==> config.mk <==
export PLATFORM = sky130hd
export DESIGN_NAME = pipeline_hazard_ctrl
export DESIGN_NICKNAME = d
export VERILOG_FILES = /design/src/rtl/core_ctrl_pkg.sv /design/src/rtl/pipeline_hazard_ctrl_sat_counter.sv /design/src/rtl/pipeline_hazard_ctrl.sv
export SDC_FILE = /design/constraint.sdc
export NUM_CORES = 1
export LEC_CHECK = 0
export ABC_AREA = 1
export CAP_MARGIN = 20
export CORE_MARGIN = 3
export CORE_UTILIZATION = 30
export DETAILED_ROUTE_END_ITERATION = 12
export HOLD_SLACK_MARGIN = 0.15
export PLACE_DENSITY = 0.49
export SYNTH_ARGS = -nofsm -noshare
export SYNTH_HDL_FRONTEND = slang
export SYNTH_HIERARCHICAL = 1
export SYNTH_SLANG_ARGS = --single-unit
==> constraint.sdc <==
create_clock -name clk -period 2.7 [get_ports clk]
set_input_delay 0.54 -clock clk [delete_from_list [all_inputs] [get_ports clk]]
set_output_delay 0.54 -clock clk [all_outputs]
set_load 0.02 [all_outputs]
==> src/rtl/core_ctrl_pkg.sv <==
// Shared control-path types for the core's hazard/stall sequencing.
package core_ctrl_pkg;

  typedef enum logic [1:0] {
    RUN      = 2'd0,
    MD_BUSY  = 2'd1,
    MEM_WAIT = 2'd2
  } ctrl_state_e;

  localparam logic [4:0] REG_X0 = 5'd0;

endpackage

==> src/rtl/pipeline_hazard_ctrl_sat_counter.sv <==
// Saturating up-counter with synchronous clear; clear and increment in the same
// cycle load the value one.
module sat_counter #(
  parameter int          W   = 8,
  parameter logic [W-1:0] MAX = {W{1'b1}}
) (
  input  logic         clk_i,
  input  logic         rst_i,
  input  logic         inc_i,
  input  logic         clr_i,
  output logic [W-1:0] cnt_o
);

  logic [W-1:0] cnt_q, cnt_d, base;

  always_comb begin
    base  = clr_i ? '0 : cnt_q;
    cnt_d = base;
    if (inc_i && (base != MAX)) cnt_d = base + 1'b1;
  end

  always_ff @(posedge clk_i) begin
    if (rst_i) cnt_q <= '0;
    else       cnt_q <= cnt_d;
  end

  assign cnt_o = cnt_q;

endmodule

==> src/rtl/pipeline_hazard_ctrl.sv <==
// Stall/flush sequencer for the 6-stage core: load-use, mul/div occupancy,
// memory wait states and mispredict squash, plus a stall-cycle counter.
module pipeline_hazard_ctrl
  import core_ctrl_pkg::*;
#(
  parameter int MD_TIMEOUT = 64,
  parameter int CNT_W      = 32
) (
  input  logic             clk,
  input  logic             rst,
  input  logic [4:0]       Rs1D,
  input  logic [4:0]       Rs2D,
  input  logic             UseRs1D,
  input  logic             UseRs2D,
  input  logic [4:0]       RdE,
  input  logic [4:0]       RdM,
  input  logic             RegWriteE,
  input  logic             RegWriteM,
  input  logic             MemReadE,
  input  logic             MemReadM,
  input  logic             MemReqM,
  input  logic             DmemReady,
  input  logic             ImemReady,
  input  logic             MdStartE,
  input  logic             MdDone,
  input  logic             BranchMispredE,
  output logic             StallF,
  output logic             StallD,
  output logic             StallE,
  output logic             StallM,
  output logic             FlushD,
  output logic             FlushE,
  output logic             FlushM,
  output logic             FlushW,
  output logic             MdTimeout,
  output logic [CNT_W-1:0] StallCycles,
  output logic [1:0]       CtrlState
);

  localparam int              MD_W   = $clog2(MD_TIMEOUT + 1);
  localparam logic [MD_W-1:0] MD_MAX = MD_W'(MD_TIMEOUT);

  ctrl_state_e     state_q, state_d;
  logic            pend_q, pend_d, to_q, to_d;
  logic            mem_hold, md_hold, md_clr, release_c, redirect, md_reach;
  logic            rs1_hit, rs2_hit, lu_hit;
  logic [MD_W-1:0] md_cnt;

  assign rs1_hit = UseRs1D && (Rs1D != REG_X0) &&
                   ((MemReadE && RegWriteE && (Rs1D == RdE)) ||
                    (MemReadM && RegWriteM && (Rs1D == RdM)));
  assign rs2_hit = UseRs2D && (Rs2D != REG_X0) &&
                   ((MemReadE && RegWriteE && (Rs2D == RdE)) ||
                    (MemReadM && RegWriteM && (Rs2D == RdM)));
  assign lu_hit  = rs1_hit || rs2_hit;

  always_comb begin
    state_d   = state_q;
    mem_hold  = 1'b0;
    md_hold   = 1'b0;
    md_clr    = 1'b0;
    release_c = 1'b0;
    case (state_q)
      MEM_WAIT: begin
        if (DmemReady) begin
          state_d   = RUN;
          release_c = 1'b1;
        end else begin
          mem_hold = 1'b1;
        end
      end
      MD_BUSY: begin
        if (MdDone) begin
          state_d   = RUN;
          release_c = 1'b1;
        end else begin
          md_hold = 1'b1;
        end
      end
      default: begin
        state_d = RUN;
        if (MemReqM && !DmemReady) begin
          state_d  = MEM_WAIT;
          mem_hold = 1'b1;
        end else if (MdStartE && !MdDone) begin
          state_d = MD_BUSY;
          md_hold = 1'b1;
          md_clr  = 1'b1;
        end
      end
    endcase
  end

  // A held mispredict is replayed on the first cycle E is free again; the same
  // redirect squashes the instruction that would otherwise cause a load-use stall.
  assign redirect = BranchMispredE || pend_q;

  always_comb begin
    StallF = 1'b0;
    StallD = 1'b0;
    StallE = 1'b0;
    StallM = 1'b0;
    FlushD = 1'b0;
    FlushE = 1'b0;
    FlushM = 1'b0;
    FlushW = 1'b0;
    if (rst) begin
      StallF = 1'b0;
    end else if (mem_hold) begin
      {StallF, StallD, StallE, StallM, FlushW} = '1;
    end else if (md_hold) begin
      {StallF, StallD, StallE, FlushM} = '1;
    end else if (redirect) begin
      {FlushD, FlushE} = '1;
    end else if (!release_c) begin
      if (lu_hit) begin
        {StallF, StallD, FlushE} = '1;
      end else if (!ImemReady) begin
        {StallF, FlushD} = '1;
      end
    end
  end

  // Busy cycle that brings the counter to the limit, entry cycle included.
  assign md_reach = md_hold && (md_clr ? (MD_MAX == MD_W'(1)) : (md_cnt == MD_MAX - 1'b1));
  assign pend_d   = StallE ? (pend_q || BranchMispredE) : 1'b0;
  assign to_d     = to_q || md_reach;

  always_ff @(posedge clk) begin
    if (rst) begin
      state_q <= RUN;
      pend_q  <= 1'b0;
      to_q    <= 1'b0;
    end else begin
      state_q <= state_d;
      pend_q  <= pend_d;
      to_q    <= to_d;
    end
  end

  sat_counter #(.W(MD_W), .MAX(MD_MAX)) u_md_cnt (
    .clk_i (clk),
    .rst_i (rst),
    .inc_i (md_hold),
    .clr_i (md_clr),
    .cnt_o (md_cnt)
  );

  sat_counter #(.W(CNT_W), .MAX({CNT_W{1'b1}})) u_stall_cnt (
    .clk_i (clk),
    .rst_i (rst),
    .inc_i (StallF),
    .clr_i (1'b0),
    .cnt_o (StallCycles)
  );

  assign MdTimeout = to_q;
  assign CtrlState = state_q;

endmodule

==> impl_metrics.toml, run 1 <==
[pwr]
p_comb_share_pct = 19.1
internal_power_mw = 1.11
p_sw_mw = 0.431
peakVddDrop_mv = 0.298
finalPower_mw = 1.54
swShare_pct = 28.0
cellPowerDensity_mw_per_mm2 = 328
p_seq_share_pct = 42.2
p_clk_share_pct = 38.7
power_leakage_nw = 2.14

[route]
wl_per_cell_um = 11.9
vias = 3778
ant_nets = 0
drc_errors = 0
wirelength_mm = 9.84
vias_per_cell = 4.55
first_pass_iters = 4
initialDrtViolationCount = 214

[global_route]
grt_max_degree = 45
grt_pass1_vias = 3512
grtUsageTotal_pct = 15.7
antenna_found_initial = 0
grt_overflow_total = 0
grt_pass1_wl_mm = 16.6

[run]
cap_violations = 0

[yosys]
synth-edff-count = 0
yosys.cell_types.count = 34
netlist_top_cells_count = "170 x nand2_1, 105 x nor2_1, 89 x inv_1"
yosysTopAreaCell = "dfxtp_1"
ys.flop_type = "dfxtp_1"
synth_seq_cells = 43
yosysWarningCount = 6
syn_area_mm2 = 0.00347
yosysMostFrequentCell = "nand2_1"
synth_top_area_share_pct = 24.8
async_reset_ff_share_pct = 0
yosysSeqAreaShare_pct = 24.8
synth.area.top_cells = "dfxtp_1 25%, nand2_1 18%, nor2_1 11%"
synth_area_per_cell_um2 = 5.84
syn_inst = 595

[min_path]
hold_path.class = "flip-flop to flip-flop"
min-delay-start = "MdTimeout"
holdPathEnd = "MdTimeout"
min_delay_path_depth = 2

[cts]
cts_root_buf = "clkbuf_16"
clk_pin_slew_ns = 0.06
htreeDepth = 2
clock_latency_ns = 0.29
clkSinkCount = 43
cts_tree = "done"
clk_path_buf_depth = 2
cts_buffers = 5

[sta]
slew_violations = 0
fmax_ghz = 0.389
final-hold-violation-count = 0
fin_crit_sh_pct = 95.3
setup_tns_ns = 0
rsz0062_at_grt = "yes"
finalClockSkew_ns = 0.00775
setup_slack_ns = 0.126
setup_viol = 0
min_period_ns = 2.57

[worst_setup_path]
cp.required_ns = 2.16
crit_fanout = 3
critical_path.startpoint_type = "input pin"
worst-path-buf-inv = 6
path_cells = "clkdlybuf4s50_1, inv_1, nand4_1, inv_1, nor2_2, inv_2, o21ai_4, buf_4, o21ai_2, buf_2"
crit_type = "input pin to output port"
reg2reg_from = "CtrlState[0]"
cpMostUsedCell = "inv_1"
slowest_stage = "clkdlybuf4s50_1"
endpoint_kind = "output port"
critPathMaxStageDelay_ns = 0.53
r2r_end = "u_stall_cnt/cnt_o[25]"
crit_family = "buffers and inverters"
r2r_cells = 16
timing.reg2reg.setup_slack_ns = 0.39
arrival_ns = 2.03

[layout]
layout.nets = 725
regArea_um2 = 861
multi_input_area_mm2 = 0.00220
final_cells = 830
diodes = 0
final_cell_area_mm2 = 0.00469
n_fill_cell = 1233
drive_gt1_share_pct = 19.3
synthToLayoutAreaGrowth_pct = 34.9

[place]
dp.cells = 820
portBuffers = 76
place_area_mm2 = 0.00445
gp_congestion = 0.839
preCtsSetupSlack_ns = -0.358
dpl.hpwl_mm = 7.89

[floorplan]
io_pins = 77
start_util_pct = 31.4
core_mm2 = 0.0111
die_h_um = 114
die-width_um = 114
die_area_mm2 = 0.0129
row_count = 38

[status]
status = "completed"
-- logic make-up (layout without fill, tap and decap cells) --
| group | count (synthesis) | after routing | share of synthesized area, % |
|---|---|---|---|
| adders and majority gates | 2 | 2 | 0.720 |
| DFF | 43 | 43 | 24.8 |
| AOI/OAI and AO/OA | 46 | 46 | 8.35 |
| other | 1 | 3 | 0.108 |
| buffers and inverters | 110 | 203 | 14.0 |
| and+or+nand+nor | 393 | 393 | 52.0 |
-- power by group through the flow --
| stage | Sequential (mW) | Combinational, mW | Clock, mW |
|---|---|---|---|
| 6_report | 0.649 | 0.294 | 0.596 |
| 5_1_grt | 0.649 | 0.328 | 0.655 |
| 4_1_cts | 0.648 | 0.284 | 0.625 |
| 3_5_place_dp | 0.663 | 0.290 | 0 |
| 3_3_place_gp | 0.663 | 0.290 | 0 |
| 2_1_floorplan | 0.668 | 0.160 | 0 |
-- sequential cells by signal, summed over array words and instances (netlist names) --
signal             count
pend_q                 1
u_md_cnt/cnt_o         7
MdTimeout              1
CtrlState              2
u_stall_cnt/cnt_o     32
-- tightest hold or removal path, cell delays in order, from the launching register on --
cell,delay (ns)
dfxtp_1,0.33
a21oi_1,0.04
nor2_1,0.08
-- worst max-delay path by stage --
stage | startpoint | endpoint | slack, ns | cells after the start
floorplan | CtrlState[0] | u_stall_cnt/cnt_o[28] | 0.06 | 16
detailed placement | Rs2D[2] | FlushE | -0.36 | 12
finish | MdDone | StallD | 0.13 | 10
CTS | Rs2D[2] | u_stall_cnt/cnt_o[28] | 0.006 | 20
global route | MemReqM | FlushW | -0.01 | 10
global placement | Rs2D[1] | FlushE | -0.35 | 12
-- through the flow --
stage | hold WS [ns] | utilization (%)
floorplan | 0.470 | -
global placement | 0.458 | 40.1
detailed placement | 0.475 | 40.1
CTS | 0.490 | 41.3
global route | 0.527 | 42.3
finish | 0.485 | 42.3
-- cell usage in the layout, fill, tap and decap left out, types with 20 or more instances in the layout --
| master | synthesis | final |
|---|---|---|
| clkdlybuf4s50_1 | 0 | 49 |
| nand3_1 | 48 | 47 |
| buf_4 | 1 | 20 |
| dfxtp_1 | 43 | 43 |
| nand2_2 | 15 | 21 |
| a21oi_1 | 24 | 23 |
| nor2_1 | 105 | 95 |
| nand2_1 | 170 | 164 |
| inv_1 | 89 | 78 |
-- area by class of cell --
class	instances	area share, %
inverters	98	7.90
clock buffers	7	2.83
flip-flops and latches	43	18.4
well taps	140	3.74
multi-input cells	444	47.0
repair buffers	97	20.1
clock inverters	1	0.107
-- repair_timing --
action                                  4_1_cts  5_1_grt
gates cloned                                  0        0
pin swaps                                     0       19
setup buffers                                 0        2
endpoints found under the setup margin       10       32
hold buffers                                  0        0
resized for setup                            21       53
-- layer usage --
layer | part of all wire, % | GRT usage, % | vias to the layer above
li1 | - | - | 2025
met2 | 48 | 26.7 | 65
met3 | 4.8 | 3.77 | 8
met5 | 0 | 0 | -
met4 | 0.96 | 3.13 | 0
met1 | 46 | 20.3 | 1680
Note: power is estimated with default switching activity, not from simulation.
==> run 2: changes to the inputs <==
Settings changed: CAP_MARGIN 20 to 40, SKIP_CTS_REPAIR_TIMING set to 1.
==> run 2 against run 1 <==
Worst setup slack got worse by 0.077 ns. Worst hold slack about the same. Critical path depth rose by 2. Non-clock buffer count is 1 lower. First-iteration DRC count is 2.8% lower. Via count is 0.87% lower. Combinational power barely moved. Global-route usage barely moved. Core utilization is 0.11 points lower. Design area fell by 0.27%.
==> impl_metrics.toml, run 2 (synthesized netlist as in run 1, its figures left out) <==
[layout]
drive_gt1_share_pct = 17.3
synthToLayoutAreaGrowth_pct = 34.6
layout.nets = 724
layout_commonest_cell = "nand2_1"
diodes = 0
n_fill_cell = 1213
final_cell_mix = "165 x nand2_1, 96 x nor2_1, 87 x inv_1"
largest_register_ffs = 32
regArea_um2 = 861
postLayoutCoreUtil_pct = 42.2
multi_input_area_mm2 = 0.00222

[worst_setup_path]
timing.reg2reg.setup_slack_ns = 0.35
endpoint_kind = "output port"
crit_type = "input pin to output port"
r2r_cells = 17
arrival_ns = 2.11
reg2reg_from = "CtrlState[0]"
critical_path.startpoint_type = "input pin"
crit_fanout = 4
cp.required_ns = 2.16
r2r_end = "u_stall_cnt/cnt_o[15]"

[pwr]
p_clk_share_pct = 38.8
p_comb_share_pct = 19.1
peakVddDrop_mv = 0.293
p_seq_share_pct = 42.1
cellPowerDensity_mw_per_mm2 = 329
power_leakage_nw = 2.06
p_sw_mw = 0.430
swShare_pct = 27.9
internal_power_mw = 1.11

[place]
dpl.hpwl_mm = 7.89
gp_congestion = 0.839
portBuffers = 76

[global_route]
grt_pass1_vias = 3516
grt_pass1_wl_mm = 16.7
grt_overflow_total = 0
grt_max_degree = 45
antenna_found_initial = 0
grtUsageTotal_pct = 15.7

[route]
drc_errors = 0
vias_per_cell = 4.52
first_pass_iters = 4
ant_nets = 0
vias = 3745
wl_per_cell_um = 11.9
wirelength_mm = 9.84
initialDrtViolationCount = 208

[cts]
htreeDepth = 2
clock_latency_ns = 0.29
clkSinkCount = 43
cts_buffers = 5
cts_root_buf = "clkbuf_16"
clk_path_buf_depth = 2
cts_tree = "done"
clk_pin_slew_ns = 0.06

[sta]
hold_ws_ns = 0.484
setup_viol = 0
fmax_ghz = 0.377
rsz0062_at_grt = "yes"
min_period_ns = 2.65
final-hold-violation-count = 0
fin_crit_sh_pct = 98.2
slew_violations = 0
finalClockSkew_ns = 0.00775

[floorplan]
start_util_pct = 31.4
die-width_um = 114
core_mm2 = 0.0111
die_h_um = 114
row_count = 38
die_area_mm2 = 0.0129
io_pins = 77

[min_path]
min_delay_path_depth = 2
min-delay-start = "MdTimeout"
holdPathEnd = "MdTimeout"
hold_path.class = "flip-flop to flip-flop"

[status]
status = "completed"

[run]
cap_violations = 0
## run 2: through the flow
stage,setup WS [ns],cell area (um^2),power [mW],std cells,setup TNS (ns)
floorplan,0.0571,3480,0.827,597,0
global placement,-0.350,4450,0.953,820,-6.74
detailed placement,-0.358,4450,0.953,820,-6.76
CTS,-0.372,4580,1.56,828,-1.91
global route,-0.0911,4680,1.63,829,-0.283
finish,0.0496,4680,1.54,829,0
## run 2: final cells by class
cell class / instances / share of cell area, %
Sequential cell: 43 / 18.4
Clock inverter: 1 / 0.107
Timing Repair Buffer: 96 / 19.4
Tap cell: 140 / 3.75
Clock buffer: 7 / 2.84
Inverter: 98 / 7.92
Multi-Input combinational cell: 444 / 47.6
## run 2: critical path, cell delays in order
cell and delay [ns]:
clkdlybuf4s50_1 0.45, inv_1 0.04, nor2_1 0.08, inv_1 0.07
nand4_1 0.08, inv_1 0.07, nor2_2 0.11, inv_1 0.09
o21ai_4 0.20, nand2_2 0.10, buf_4 0.14, buf_4 0.15
## run 2: power by group through the flow
stage	logic [mW]	clock network, mW	registers, mW
finish	0.294	0.597	0.649
global route	0.328	0.655	0.649
CTS	0.292	0.625	0.648
detailed placement	0.290	0	0.663
global placement	0.290	0	0.663
floorplan	0.160	0	0.668
## run 2: worst max path at each step
stage,start,end,slack [ns],cells past startpoint
after floorplan,CtrlState[0],u_stall_cnt/cnt_o[28],0.06,16
after global placement,Rs2D[1],FlushE,-0.35,12
after detailed placement,Rs2D[2],FlushE,-0.36,12
after CTS,Rs2D[2],FlushE,-0.37,12
after global routing,DmemReady,StallF,-0.09,11
final,MemReqM,StallF,0.05,12
## run 2: per-layer routing
| metal | global-route usage [%] | vias to the layer above | routed length, um |
|---|---|---|---|
| met5 | 0 | - | 0 |
| met4 | 3.13 | 0 | 94 |
| met3 | 3.93 | 8 | 468 |
| met2 | 26.7 | 57 | 4720 |
| met1 | 20.3 | 1657 | 4550 |
| li1 | - | 2023 | - |
